--- config.mk ---
export PLATFORM = sky130hd
export DESIGN_NAME = l1_device_adapter
export DESIGN_NICKNAME = d
export VERILOG_FILES = /design/src/rtl/l1_bus_pkg.sv /design/src/rtl/l1_resp_fifo.sv /design/src/rtl/l1_device_adapter.sv
export SDC_FILE = /design/constraint.sdc
export NUM_CORES = 1
export LEC_CHECK = 0
export ABC_AREA = 0
export CAP_MARGIN = 25
export CORE_ASPECT_RATIO = 0.8
export CORE_MARGIN = 4
export CORE_UTILIZATION = 48
export DETAILED_ROUTE_END_ITERATION = 8
export GPL_TIMING_DRIVEN = 0
export PLACE_DENSITY_LB_ADDON = 0.1
export SKIP_CTS_REPAIR_TIMING = 1
export SYNTH_ARGS = -nofsm -noshare
export SYNTH_HDL_FRONTEND = slang
export SYNTH_SLANG_ARGS = --single-unit
--- constraint.sdc ---
create_clock -name clk_i -period 10.75 [get_ports clk_i]
set_clock_uncertainty 0.2 [all_clocks]
set_input_delay 2.15 -clock clk_i [delete_from_list [all_inputs] [get_ports clk_i]]
set_output_delay 2.15 -clock clk_i [all_outputs]
set_load 0.05 [all_outputs]
--- src/rtl/l1_bus_pkg.sv ---
// -----------------------------------------------------------------------------
// l1_bus_pkg
// Shared constants for L1 interconnect device adapters.
//   L1_DATA_WIDTH      : default data bus width
//   L1_ADDR_DEV_WIDTH  : default device-local address width
//   L1_DEV_ADDR_WIDTH  : width of the peripheral-side address bus
// Response entries are packed as {ini_addr, rdata}: the initiator tag sits in
// the MSBs and the read data in the LSBs. l1_resp_t shows that layout for the
// default (single tag bit, 32-bit data) configuration.
// -----------------------------------------------------------------------------
package l1_bus_pkg;

    localparam int L1_DATA_WIDTH     = 32;
    localparam int L1_ADDR_DEV_WIDTH = 20;
    localparam int L1_DEV_ADDR_WIDTH = 32;

    typedef struct packed {
        logic [0:0]               ini_addr;
        logic [L1_DATA_WIDTH-1:0] rdata;
    } l1_resp_t;

    // Total width of one {ini_addr, rdata} response entry.
    function automatic int resp_entry_width(input int ini_w, input int data_w);
        return ini_w + data_w;
    endfunction

endpackage

--- src/rtl/l1_resp_fifo.sv ---
// -----------------------------------------------------------------------------
// l1_resp_fifo
// Small circular response buffer with occupancy count.
//   clk_i, rst_ni : clock, asynchronous active-low reset
//   push_i        : write wdata_i at the tail (caller guarantees not full,
//                   unless a pop happens in the same cycle)
//   pop_i         : drop the head entry (caller guarantees not empty)
//   rdata_o       : head entry, forced to zero while empty
//   full_o        : count == Depth
//   empty_o       : count == 0
//   count_o       : number of stored entries
// -----------------------------------------------------------------------------
module l1_resp_fifo #(
    parameter int Depth = 3,
    parameter int Width = 33
) (
    input  logic                       clk_i,
    input  logic                       rst_ni,
    input  logic                       push_i,
    input  logic [Width-1:0]           wdata_i,
    input  logic                       pop_i,
    output logic [Width-1:0]           rdata_o,
    output logic                       full_o,
    output logic                       empty_o,
    output logic [$clog2(Depth+1)-1:0] count_o
);

    localparam int CntW = $clog2(Depth + 1);
    localparam int PtrW = (Depth > 1) ? $clog2(Depth) : 1;

    logic [Width-1:0] mem_q [Depth];
    logic [Width-1:0] mem_d [Depth];
    logic [PtrW-1:0]  wr_ptr_q, wr_ptr_d;
    logic [PtrW-1:0]  rd_ptr_q, rd_ptr_d;
    logic [CntW-1:0]  count_q, count_d;

    // Pointers wrap modulo Depth, which need not be a power of two.
    function automatic logic [PtrW-1:0] ptr_inc(input logic [PtrW-1:0] p);
        return (p == PtrW'(Depth - 1)) ? '0 : p + PtrW'(1);
    endfunction

    always_comb begin
        mem_d    = mem_q;
        wr_ptr_d = wr_ptr_q;
        rd_ptr_d = rd_ptr_q;
        count_d  = count_q;
        if (push_i) begin
            mem_d[wr_ptr_q] = wdata_i;
            wr_ptr_d        = ptr_inc(wr_ptr_q);
        end
        if (pop_i) begin
            rd_ptr_d = ptr_inc(rd_ptr_q);
        end
        case ({push_i, pop_i})
            2'b10:   count_d = count_q + CntW'(1);
            2'b01:   count_d = count_q - CntW'(1);
            default: count_d = count_q;
        endcase
    end

    always_ff @(posedge clk_i or negedge rst_ni) begin
        if (!rst_ni) begin
            wr_ptr_q <= '0;
            rd_ptr_q <= '0;
            count_q  <= '0;
        end else begin
            wr_ptr_q <= wr_ptr_d;
            rd_ptr_q <= rd_ptr_d;
            count_q  <= count_d;
        end
    end

    // Storage needs no reset: nothing is visible until count_q says so.
    always_ff @(posedge clk_i) begin
        mem_q <= mem_d;
    end

    assign empty_o = (count_q == '0);
    assign full_o  = (count_q == CntW'(Depth));
    assign count_o = count_q;
    assign rdata_o = empty_o ? '0 : mem_q[rd_ptr_q];

endmodule

--- src/rtl/l1_device_adapter.sv ---
// -----------------------------------------------------------------------------
// l1_device_adapter
// Bridges an L1 interconnect target port to a simple single-cycle peripheral.
// Requests are forwarded combinationally; the peripheral answers exactly one
// cycle later and its answer is tagged and buffered in a response FIFO.
//   req_*   : interconnect request (valid/ready)
//   resp_*  : interconnect response (valid/ready), FIFO head
//   dev_*   : peripheral strobe interface
//   err_o   : sticky protocol error (spurious or missing dev_rvalid_i)
// Handshake: a transfer happens in a cycle where valid and ready are both 1;
// valid must not depend on ready, and req_ready_o depends on registered state
// only, never on resp_ready_i.
// -----------------------------------------------------------------------------
module l1_device_adapter
    import l1_bus_pkg::*;
#(
    parameter int DataWidth    = L1_DATA_WIDTH,
    parameter int AddrWidth    = L1_ADDR_DEV_WIDTH,
    parameter int NbrHostsLog2 = 1,
    parameter int RespDepth    = 3
) (
    input  logic                    clk_i,
    input  logic                    rst_ni,
    input  logic                    req_valid_i,
    output logic                    req_ready_o,
    input  logic [NbrHostsLog2-1:0] req_ini_addr_i,
    input  logic [AddrWidth-1:0]    req_tgt_addr_i,
    input  logic                    req_wen_i,
    input  logic [DataWidth-1:0]    req_wdata_i,
    input  logic [DataWidth/8-1:0]  req_be_i,
    output logic                    resp_valid_o,
    input  logic                    resp_ready_i,
    output logic [NbrHostsLog2-1:0] resp_ini_addr_o,
    output logic [DataWidth-1:0]    resp_rdata_o,
    output logic                    dev_req_o,
    output logic                    dev_we_o,
    output logic [DataWidth/8-1:0]  dev_be_o,
    output logic [31:0]             dev_addr_o,
    output logic [DataWidth-1:0]    dev_wdata_o,
    input  logic                    dev_rvalid_i,
    input  logic [DataWidth-1:0]    dev_rdata_i,
    output logic                    err_o
);

    localparam int CntW   = $clog2(RespDepth + 1);
    localparam int EntryW = resp_entry_width(NbrHostsLog2, DataWidth);

    logic                    inflight_q, inflight_d;
    logic [NbrHostsLog2-1:0] tag_q, tag_d;
    logic                    err_q, err_d;

    logic                    accept;
    logic [CntW:0]           occupancy;
    logic                    fifo_push, fifo_pop, fifo_full, fifo_empty;
    logic [CntW-1:0]         fifo_count;
    logic [DataWidth-1:0]    push_rdata;
    logic [EntryW-1:0]       fifo_wdata, fifo_rdata;

    // Buffered responses plus the one in flight must always fit, so a request
    // is only taken when its response is guaranteed a slot.
    assign occupancy   = {1'b0, fifo_count} + {{CntW{1'b0}}, inflight_q};
    assign req_ready_o = (occupancy < (CntW + 1)'(RespDepth));
    assign accept      = req_valid_i & req_ready_o;

    assign dev_req_o   = accept;
    assign dev_we_o    = req_wen_i;
    assign dev_be_o    = req_be_i;
    assign dev_addr_o  = 32'(req_tgt_addr_i);
    assign dev_wdata_o = req_wdata_i;

    always_comb begin
        inflight_d = accept;
        tag_d      = accept ? req_ini_addr_i : tag_q;
        // Spurious answer while idle, or no answer when one was due.
        err_d      = err_q | (dev_rvalid_i & ~inflight_q) | (inflight_q & ~dev_rvalid_i);
    end

    always_ff @(posedge clk_i or negedge rst_ni) begin
        if (!rst_ni) begin
            inflight_q <= 1'b0;
            tag_q      <= '0;
            err_q      <= 1'b0;
        end else begin
            inflight_q <= inflight_d;
            tag_q      <= tag_d;
            err_q      <= err_d;
        end
    end

    // An in-flight request always produces an entry; if the peripheral stays
    // silent the entry carries zero data so the initiator is not left hanging.
    assign push_rdata = dev_rvalid_i ? dev_rdata_i : '0;
    assign fifo_wdata = {tag_q, push_rdata};
    assign fifo_pop   = ~fifo_empty & resp_ready_i;
    assign fifo_push  = inflight_q & (~fifo_full | fifo_pop);

    l1_resp_fifo #(
        .Depth (RespDepth),
        .Width (EntryW)
    ) u_resp_fifo (
        .clk_i   (clk_i),
        .rst_ni  (rst_ni),
        .push_i  (fifo_push),
        .wdata_i (fifo_wdata),
        .pop_i   (fifo_pop),
        .rdata_o (fifo_rdata),
        .full_o  (fifo_full),
        .empty_o (fifo_empty),
        .count_o (fifo_count)
    );

    assign resp_valid_o                    = ~fifo_empty;
    assign {resp_ini_addr_o, resp_rdata_o} = fifo_rdata;
    assign err_o                           = err_q;

endmodule

======== Yosys cells after proc, flatten, opt, wreduce, memory -nomap -nowiden ========
Cells that the tools add are included.
storage, ports and cells
  input bits .............................. 95
  bits in registers ....................... 108
  logic and storage cells ................. 51
  output and inout bits ................... 106
operators by class
  add/sub/neg operators ................... 5
  equal/unequal tests ..................... 5
  muxes and demuxes ....................... 11
  order comparisons ....................... 4
  reductions and logical operators ........ 3
  bitwise gates (word level) .............. 14
operators by type and width
  cell                                                                           count
  33-bit two-way mux                                                             4
  99-bit bitwise mux                                                             1
  33-bit binary-select mux with 2-bit select                                     1
  33-bit demux with 2-bit select                                                 1
  32-bit two-way mux                                                             1
  2-bit == test (second input constant)                                          4
  2-bit by 1-bit adder with 2-bit output (second input constant)                 3
  3-bit >= comparator (second input constant)                                    2
  2-bit NOT with 3-bit output                                                    2
  1-bit bitwise AND                                                              5
  2-bit two-way mux                                                              2
  1-bit NOT                                                                      4
  2-bit one-hot mux with 2 select lines                                          1
  2-bit by 1-bit adder with 3-bit output                                         1
  3-bit by 1-bit less-than comparator with 1-bit output (second input constant)  1
  3-bit by 2-bit less-than comparator with 1-bit output (second input constant)  1
  1-bit OR                                                                       3
  2-bit by 1-bit == test with 1-bit output (second input constant)               1
  2-bit logical NOT                                                              1
  2-bit nonzero test                                                             1
  2-bit by 1-bit subtractor with 2-bit output (second input constant)            1
  1-bit logical AND                                                              1

======== Depth between registers and ports, before layout ========
Gate-level depths: netlist of the first run.
  word-level depth ........................ 7
  mapped depth ............................ 6
  gate-level depth less buffers ........... 6

======== By module ========
From an unflattened synthesis of the first run, not the netlist that was laid out.
second synthesis, totals
  cell total of the unflattened synthesis .. 389
  area, all modules ....................... 5,133.7 um^2
by module, submodules not included
  module             sequential area each (um^2)  cells an instance  times used  area each (um^2)
  l1_resp_fifo       3,123.0                      270                1           4,227.8
  l1_device_adapter  75.1                         119                1           905.9

======== Worst setup path after synthesis of the first run ========
Ideal clock, no wire load.
  kind .................................... input port to flip-flop
  start ................................... input resp_ready_i
  end ..................................... register u_resp_fifo.mem_q[0] (netlist bit) (enable)
  data required time ...................... 10.079 ns
  cell stages on the path ................. 2
  arrival ................................. 4.716 ns
  buffers on the path ..................... 0
  library setup time ...................... 0.471 ns
  path slack .............................. 5.363 ns
  path through ............................ o21ai_2 > nor3b_1
between the ends
  word-level cells in the longest chain between the ends .. 3
ends and longest elaborated chain
  what                    line                     text
  start: declaration      l1_device_adapter.sv:32  input logic resp_ready_i,
  1-bit bitwise AND       l1_device_adapter.sv:94  assign fifo_pop = ~fifo_empty & resp_ready_i;
  1-bit OR                l1_device_adapter.sv:95  assign fifo_push = inflight_q & (~fifo_full | fifo_pop);
  1-bit bitwise AND       l1_device_adapter.sv:95
  end signal: assignment  l1_resp_fifo.sv:75       mem_q <= mem_d;
  end: declaration        l1_resp_fifo.sv:31       logic [Width-1:0] mem_q [Depth];
No other way between the ends.
A chain may end at the register's enable or synchronous reset.

======== Worst setup path after layout of the first run ========
  start ................................... input req_valid_i
  end ..................................... output dev_req_o
between the ends
  word-level cells in the longest chain between the ends .. 1
ends and longest elaborated chain
  what                line                     text
  start: declaration  l1_device_adapter.sv:24  input logic req_valid_i,
  1-bit bitwise AND   l1_device_adapter.sv:63  assign accept = req_valid_i & req_ready_o;
  end: declaration    l1_device_adapter.sv:35  output logic dev_req_o,
No other way between the ends.

==> impl_results.md, run 1 <==
* Diode count at 0
* Pwr/cell area at 289 nW/µm²
* DPL Wire Length at 8.01 mm
* Max Freq at 0.169 GHz
* Number of DRC markers in iteration 0 at 106
* Sequential share of the synthesized area at 61.0%
* Relative slew slack at 54.6%
* Overall routed net length at 10.9 mm
* Ys async rst share at 8.33%
* Worst hold slack at roughly 280 ps
* Vias post-DR at 3258
* Clk pin slew, worst setup/hold paths at 70 ps
* DRC viols at 0
* Worst Tran Pin Value at about 680 ps
* First-pass GRT wire length at ~17 mm
* H-tree depth at 3
* GPL Wtd Cong at 0.733
* Crit-path cells: clkdlybuf4s50_1 > and2_1 > clkdlybuf4s50_1
* Vias in the first global route at 3219
* Share of layout cells above drive strength 1 at 26.0%
* Die X-Extent at 125 µm
* Port-buffer cells at 131
* End of the worst hold path: err_o
* CTS Sinks at approximately 110
* Peak supply drop at 189 µV
* Hold_sp: err_o
* Period utilization at a little under three fifths
* Placed insts at 678
* Sw Ratio at between 40 and 50%
* DR WL/cell at 15.7 µm
* Synthesized cell area at about 5200 µm²
* Startpoint Class: primary input
* FP Rows at 33
* Area growth, synth to finish at 36.6%
* Switch Pwr at 0.000918 W
* Fin. max-slew vios at 0
* Nets at approximately 650
* Routed Antenna Nets at 0
* Clock buffer depth at 2
* Crit-path most repeated cell: clkdlybuf4s50_1
* Fin cells at approximately 700
* CTS tree: yes
* Initial Util at 50.2%
* Worst Hold Class: register to register
* Detailed Routing Iterations Pass 1 at 4
* Leakage Power at 2.65 nW
* Syn Inst Count at slightly below 400
* Avg Vias per Cell at 4.69
* Most common cell after layout, fill and taps aside: clkdlybuf4s50_1
* Internal at 0.00115 W
* Fin. Hold Viols at 0
* Critical path's slowest cell: clkdlybuf4s50_1
* Share of power burned in registers at 29.3%
* Crit Path Class: primary input to output pin
* Run status: finished clean
* DP Area at 6880 µm²
* Chip height at 101 µm
* Setup TNS at 0 ps
* R2R Setup Slk at 8420 ps
* Gate power share at 55.8%
* Reg-to-reg startpoint: u_resp_fifo.count_o[0]
* Initial antenna violation count at 0
* # fillers at 769
* Post-synth top flop: edfxtp_1
* Clock latency on the worst-skew pair at 330 ps
* I/O pins at roughly 200
* Crit path DAT at 3560 ps
* Max-Cap Viols at 0
* Final setup fails at 0
* CTS Root Cell: clkbuf_16
* CORE AREA at 10400 µm²
* Setup crit end kind: output pin
* Post-synth EDFFs at 99
* Num CTS Buffers at 9
* Overall Global Routing Usage at around 17%
* Clock group share of total power at 15.0%
* Syn Area/Cell at around 13 µm²
* Finished Cell Area at 7160 µm²
* Tmin final at around 6000 ps
* Synth Warn # at 0
* RSZ-0062 raised after global routing: false
* Most frequent cells in the layout: 131 x clkdlybuf4s50_1, 99 x edfxtp_1, 70 x buf_4
* Hold Path Cell Cnt at 1
* Reg2Reg Depth at 6
* Highest net fanout along the worst path at 3
* Critical R2R Capture: u_resp_fifo.mem_q[21]
* Yosys reg bits at 108
* Grt ovf at 0
* Pin count of the biggest net entering global routing at 27
* Die ar. at around 13000 µm²
* Max incr delay on CP at between 800 and 900 ps
* Cell variety after synth at 31
* Worst path required time at 8400 ps
critical path: cells and delay by family:
kind | cells | cell delay (ps)
buffers and inverters | 2 | 1250
AND/OR/NAND/NOR | 1 | 150
per-layer routing:
layer | GRT usage, % | wire length [µm] | vias to the layer above
met2 | 30.3 | 5650 | 100
met1 | 20.0 | 4520 | 1563
met3 | 4.32 | 626 | 10
li1 | - | - | 1585
met5 | 0 | 0 | -
met4 | 4.25 | 97 | 0
Yosys cell counts, types with 2 or more instances:
cell / number / share of area, %
nand2_1: 24 / 1.7
or2_1: 11 / 1.3
a21oi_1: 7 / 0.67
clkbuf_1: 6 / 0.43
buf_2: 3 / 0.29
buf_6: 3 / 0.64
and2_1: 33 / 3.9
xnor2_1: 3 / 0.50
dfrtp_1: 9 / 4.3
buf_12: 3 / 1.1
nor3_1: 2 / 0.19
a21oi_2: 27 / 4.5
inv_1: 2 / 0.14
or2_0: 22 / 2.6
a21o_1: 2 / 0.29
mux2_1: 2 / 0.43
nor2_1: 3 / 0.21
nor3b_1: 2 / 0.29
ha_1: 3 / 0.72
mux2i_1: 33 / 6.3
nand2_2: 10 / 1.2
buf_4: 70 / 10
nor2b_1: 3 / 0.36
edfxtp_1: 99 / 57
final cells by class:
class | instances | area, µm² | share of cell area (%)
multi-input combinational | 204 | 1430 | 19.9
clock inverter | 6 | 56.3 | 0.786
sequential | 108 | 3200 | 44.6
clock buffer | 10 | 229 | 3.20
timing repair buffer | 138 | 1400 | 19.5
tap | 140 | 175 | 2.45
inverter | 2 | 7.51 | 0.105
buffer | 86 | 672 | 9.38
worst max path at each step:
stage	from	end	cells after the start
final	req_valid_i	dev_req_o	3
after global routing	req_valid_i	dev_req_o	3
after CTS	req_valid_i	dev_req_o	3
after detailed placement	req_valid_i	dev_req_o	3
after global placement	resp_ready_i	u_resp_fifo.mem_q[16]	3
after floorplan	resp_ready_i	u_resp_fifo.mem_q[0]	2
power by group through the flow:
stage               Clock [W]  Sequential (W)  Combinational, W
global route         0.000333        0.000613           0.00122
CTS                  0.000317        0.000605           0.00117
detailed placement          0        0.000614           0.00116
floorplan                   0        0.000608          0.000813
finish               0.000309        0.000605           0.00115
global placement            0        0.000620           0.00112
logic make-up after synthesis:
logic type / count (synthesis) / share of synthesized area, %
other: 1 / 0.0715
xor gates and xnor gates: 4 / 0.668
adders and majority gates: 3 / 0.716
buffers and inverters: 88 / 13.0
AOI/OAI and AO/OA: 38 / 5.73
muxes: 36 / 6.94
DFF: 108 / 61.0
and+or+nand+nor: 111 / 12.0
flip-flops by register name, summed over array words and instances (netlist names):
name                  cells
u_resp_fifo.mem_q        99
u_resp_fifo.count_o       2
u_resp_fifo.rd_ptr_q      2
u_resp_fifo.wr_ptr_q      2
err_o                     1
inflight_q                1
tag_q                     1
per-stage QoR:
| step | total power, W | setup slack, ps | utilization [%] |
|---|---|---|---|
| floorplan | 0.00142 | 5360 | - |
| global placement | 0.00174 | 3210 | 64.8 |
| detailed placement | 0.00178 | 4820 | 65.8 |
| CTS | 0.00209 | 4820 | 68.6 |
| global route | 0.00217 | 4780 | 68.6 |
| finish | 0.00207 | 4840 | 68.6 |
Power figures use the tool's default switching activity.
==> run 2, diff against run 1 <==
- CORE_UTILIZATION: 48 -> 40
- clock period: 10.75 -> 5 ns (I/O delays scaled with it)
==> impl_results.md, run 2 (synthesis gave the netlist of run 1 again) <==
* Run status: finished clean
* Worst Tran Pin Value at 582 ps (-95.7 ps)
* Crit-path cells: ha_1 > ha_1 > a21oi_1 > and2_1 > clkdlybuf4s50_1
* Fin. Hold Viols at 0 (unchanged)
* Clock buffer depth at 2 (unchanged)
* Highest net fanout along the worst path at 6 (+3)
* Period utilization at about three quarters
* CTS tree: yes
* Fin. max-slew vios at 0 (unchanged)
* GPL Wtd Cong at 0.708 (-3.4%)
* Routed Antenna Nets at 0 (unchanged)
* Crit Path Class: register to output pin
* Crit-path most repeated cell: ha_1
* Tmin final at around 3700 ps
* Final setup fails at 0 (unchanged)
* Max-Cap Viols at 0 (unchanged)
* Most frequent cells in the layout: 131 x clkdlybuf4s50_1, 99 x edfxtp_1, 70 x buf_4
* FP Rows at 37 (+12%)
* Avg Vias per Cell at 4.44 (-5.5%)
* Initial antenna violation count at 0 (unchanged)
* DRC viols at 0 (unchanged)
* Detailed Routing Iterations Pass 1 at 4 (unchanged)
* DP Area at 6930 µm² (+0.75%)
* Vias in the first global route at 3225 (+0.19%)
* Largest register by flop count: u_resp_fifo.mem_q
* RSZ-0062 raised after global routing: false
* First-pass GRT wire length at 17.4 mm (+4.9%)
* H-tree depth at 3 (unchanged)
* CTS Root Cell: clkbuf_16
* CTS Sinks at 108 (unchanged)
* Area growth, synth to finish at 38.1%
* Die ar. at 15000 µm² (+19%)
* Overall routed net length at 11.3 mm (+4.0%)
* Worst hold slack at 280 ps (-0.786 ps)
* Num CTS Buffers at 9 (unchanged)
* Startpoint Class: register
* End of the worst hold path: err_o
* Overall Global Routing Usage at 15.0% (-1.7 points)
* DR WL/cell at 15.5 µm (-1.0%)
* Critical path's slowest cell: clkdlybuf4s50_1
* R2R Setup Slk at 2910 ps (-5510 ps)
* Diode count at 0 (unchanged)
* Setup TNS at 0 ps (unchanged)
* Finished Cell Area at 7240 µm² (+1.1%)
* Worst Hold Class: register to register
* # fillers at 1114 (+45%)
* Die X-Extent at 136 µm (+8.9%)
* Multi-input logic area at 1430 µm² (unchanged)
* Crit path DAT at 2470 ps (-1090 ps)
* Worst path required time at 3800 ps (-4600 ps)
* Max Freq at 0.272 GHz
* Vias post-DR at 3234 (-0.74%)
* Initial Util at 40.8% (-9.5 points)
* Max reg flops at 99 (unchanged)
* Number of DRC markers in iteration 0 at 128 (+21%)
* Share of layout cells above drive strength 1 at 25.8% (-0.18 points)
* CORE AREA at 12900 µm² (+23%)
* DPL Wire Length at 8.25 mm (+3.0%)
* Leakage Power at 2.67 nW (+0.61%)
* Hold Path Cell Cnt at 1 (unchanged)
* Port-buffer cells at 131 (unchanged)
* Reg-to-reg startpoint: u_resp_fifo.count_o[0]
* Relative slew slack at 61.0% (+6.4 points)
* Grt ovf at 0 (unchanged)
* Hold_sp: err_o
* Nets at 647 (unchanged)
* Chip height at 110 µm (+8.8%)
* Clock latency on the worst-skew pair at 330 ps (about the same)
* Peak supply drop at 362 µV (+91%)
* Critical R2R Capture: u_resp_fifo.mem_q[77]
* Most common cell after layout, fill and taps aside: clkdlybuf4s50_1
* Sequential Area at 3200 µm² (unchanged)
* Setup crit end kind: output pin
* Pin count of the biggest net entering global routing at 22 (-19%)
* Reg2Reg Depth at 5 (-1)
* Pwr/cell area at 625 nW/µm² (+120%)
* I/O pins at 201 (unchanged)
* Max incr delay on CP at 810 ps (about the same)
* Clk pin slew, worst setup/hold paths at 60 ps (about the same)
[run 2: how the worst max path moves through the flow]
stage	start	end	slack [ps]	depth (start not counted)
after global routing	u_resp_fifo.count_o[0]	resp_rdata_o[19]	1160	4
after CTS	u_resp_fifo.count_o[0]	dev_req_o	1290	5
final	u_resp_fifo.count_o[0]	dev_req_o	1330	5
after detailed placement	req_valid_i	dev_req_o	1360	3
after global placement	resp_ready_i	u_resp_fifo.mem_q[20]	-1750	3
after floorplan	resp_ready_i	u_resp_fifo.mem_q[0]	760	2
[run 2: cell type report]
class / instances / area share [%]
sequential: 108 / 44.1
multi-input combinational: 204 / 19.7
clock buffer: 10 / 3.16
clock inverter: 6 / 1.19
inverter: 2 / 0.104
tap: 175 / 3.02
timing repair buffer: 138 / 19.4
buffer: 86 / 9.27
[run 2: stage by stage]
step	cells	power, W	utilization, %	worst slack (ps)
after global routing	729	0.00476	56.3	1160
after floorplan	400	0.00306	-	763
after global placement	706	0.00378	53.0	-1750
after CTS	729	0.00459	56.3	1290
final	729	0.00453	56.3	1330
after detailed placement	713	0.00384	53.8	1360
[run 2: power breakdown]
group	switching, W	internal, W
sequential	0.0000834	0.00122
clock	0.000301	0.000440
combinational	0.00158	0.000908
[run 2: critical path: cells and delay by family, from the launching register on]
family | cells | cell delay (ps)
buffers and inverters | 1 | 810
and+or+nand+nor | 1 | 200
DFF | 1 | 460
AOI/OAI and AO/OA | 1 | 180
adders and majority gates | 2 | 490
[run 2: metal layers]
metal / track usage, % / part of all wire, % / vias up
li1: - / - / 1594
met1: 19.0 / 42 / 1527
met2: 25.5 / 51 / 102
met3: 4.05 / 6.4 / 11
met4: 3.49 / 1.1 / 0
met5: 0 / 0 / -
==> run 3, diff against run 2 <==
- CORE_UTILIZATION: 40 -> 44
- clock period: 5 -> 3.65 ns (I/O delays scaled with it)
==> impl_results.md, run 3 (synthesis gave the netlist of run 1 again) <==
* Run status: finished clean
* Initial antenna violation count at 0 (unchanged)
* Grt ovf at 0 (unchanged)
* Peak supply drop at 525 µV (+45%)
* Avg Vias per Cell at 4.64 (+4.7%)
* Gate power share at 55.8% (+0.9 points)
* Port-buffer cells at 131 (unchanged)
* FP Rows at 35 (-5.4%)
* Wl on met1 at 4.48 mm (-5.2%)
* Sequential Area at 3200 µm² (unchanged)
* Area growth, synth to finish at 36.3%
* Setup crit end kind: output pin
* Worst Tran Pin Value at 968 ps (+386 ps)
* Crit path DAT at 2490 ps (+20 ps)
* Max reg flops at 99 (unchanged)
* Crit Path Class: register to output pin
* Max-Cap Viols at 0 (unchanged)
* Tmin final at 3420 ps
* Clock group share of total power at 14.8% (-1.6 points)
* Overall routed net length at 11.2 mm (-0.90%)
* Diode count at 0 (unchanged)
* GPL Wtd Cong at 0.709 (about the same)
* Number of DRC markers in iteration 0 at 148 (+16%)
* Finished Cell Area at 7150 µm² (-1.3%)
* Highest Signal Layer: met4
* Max incr delay on CP at 820 ps (about the same)
* Vias post-DR at 3232 (-0.062%)
* Chip height at 106 µm (-4.3%)
* Share of layout cells above drive strength 1 at 25.0% (-0.81 points)
* DRC viols at 0 (unchanged)
* Most common cell after layout, fill and taps aside: clkdlybuf4s50_1
* Share of power burned in registers at 29.4% (+0.7 points)
* Num CTS Buffers at 9 (unchanged)
* DP Area at 6880 µm² (-0.74%)
* RSZ-0062 raised after global routing: false
* DPL Wire Length at 8.07 mm (-2.1%)
* Most frequent cells in the layout: 131 x clkdlybuf4s50_1, 99 x edfxtp_1, 70 x buf_4
* CORE AREA at 11600 µm² (-9.8%)
* Largest register by flop count: u_resp_fifo.mem_q
* Initial Util at 45.2% (+4.4 points)
* CTS Root Cell: clkbuf_16
* Clock latency on the worst-skew pair at 340 ps (about the same)
* Crit-path most repeated cell: ha_1
* Nets at 644 (-0.46%)
* Fin. max-slew vios at 0 (unchanged)
* Crit-path cells: ha_1 > ha_1 > a21oi_1 > and2_1 > clkdlybuf4s50_1
* # fillers at 901 (-19%)
* Period utilization at 93.8%
* Routed Antenna Nets at 0 (unchanged)
* Clock buffer depth at 2 (unchanged)
* Multi-input logic area at 1440 µm² (+0.88%)
* Highest net fanout along the worst path at 6 (unchanged)
* Detailed Routing Iterations Pass 1 at 4 (unchanged)
* Fin. Hold Viols at 0 (unchanged)
* Relative slew slack at 35.3% (-26 points)
* Startpoint Class: register
* CTS Sinks at 108 (unchanged)
* Total power at 0.00608 W (+34%)
* Critical path's slowest cell: clkdlybuf4s50_1
* Max Freq at 0.292 GHz
* Vias in the first global route at 3234 (+0.28%)
* Pin count of the biggest net entering global routing at 28 (+27%)
* H-tree depth at 3 (unchanged)
* I/O pins at 201 (unchanged)
* Pwr/cell area at 851 nW/µm² (+36%)
* Worst path required time at 2720 ps (-1080 ps)
* First-pass GRT wire length at 16.7 mm (-3.8%)
* DR WL/cell at 16.1 µm (+3.8%)
* Leakage Power at 2.63 nW (-1.5%)
* Sw Ratio at 43.8% (+0.47 points)
* DR WL met2 at 5.84 mm (+1.7%)
* Die ar. at 13700 µm² (-8.5%)
* Die X-Extent at 130 µm (-4.4%)
* Worst Hold Class: register to register
* Final core occ at 61.6% (+5.3 points)
* Overall Global Routing Usage at 16.0% (+0.99 points)
* CTS tree: yes
* Switch Pwr at 0.00266 W (+36%)
* Final setup fails at 0 (unchanged)
* Clk pin slew, worst setup/hold paths at 60 ps (about the same)
* Internal at 0.00342 W (+33%)
* Metal3 WL at 821 µm (+12%)
==> run 3: changes by cell type in the layout (fill, tap and decap cells not counted), sizes merged <==
cell | previous run | this run
buf | 87 | 84
inv | 4 | 2
bufinv | 2 | 1
clkinvlp | 0 | 1
clkinv | 2 | 1
==> run 3: area by class of cell <==
cell class / instances / area share, %
buffer: 86 / 9.40
clock buffer: 10 / 3.20
clock inverter: 3 / 0.578
inverter: 2 / 0.105
multi-input combinational: 204 / 20.1
sequential: 108 / 44.7
tap: 148 / 2.59
timing repair buffer: 135 / 19.3
==> run 3: routing by layer <==
| layer | track usage [%] | vias up |
|---|---|---|
| met3 | 4.26 | 8 |
| met4 | 4.01 | 0 |
| li1 | - | 1573 |
| met1 | 19.2 | 1535 |
| met5 | 0 | - |
| met2 | 28.2 | 116 |
==> run 3: critical path: cells and delay by family (launching register included) <==
kind | cells | cell delay (ps)
DFF | 1 | 460
AOI/OAI and AO/OA | 1 | 190
buffers and inverters | 1 | 820
and+or+nand+nor | 1 | 210
adders and majority gates | 2 | 480
==> run 3: final timing paths <==
path	startpoint	end	slack, ps	cells after the start
worst min-delay path	err_o	err_o	280	1
worst min register to register	err_o	err_o	280	1
max in group asynchronous	rst_ni	u_resp_fifo.wr_ptr_q[0]	2480	1
worst max-delay path	u_resp_fifo.count_o[0]	dev_req_o	230	5
worst max register to register	u_resp_fifo.count_o[0]	u_resp_fifo.mem_q[92]	1360	4
min in group asynchronous	rst_ni	err_o	490	1
==> run 3: power by group through the flow <==
stage	clock, W	sequential [W]	combinational, W
2_1_floorplan	0	0.00179	0.00240
3_3_place_gp	0	0.00182	0.00334
3_5_place_dp	0	0.00182	0.00343
4_1_cts	0.000929	0.00179	0.00344
5_1_grt	0.000972	0.00181	0.00359
6_report	0.000900	0.00179	0.00339
==> run 3: stage by stage <==
step,hold WS (ps),TNS (ps),instances,worst slack (ps)
CTS,280,0,696,196
global route,284,0,696,77.1
finish,276,0,696,227
detailed placement,261,0,683,556
floorplan,234,0,400,443
global placement,255,-69510,679,-920
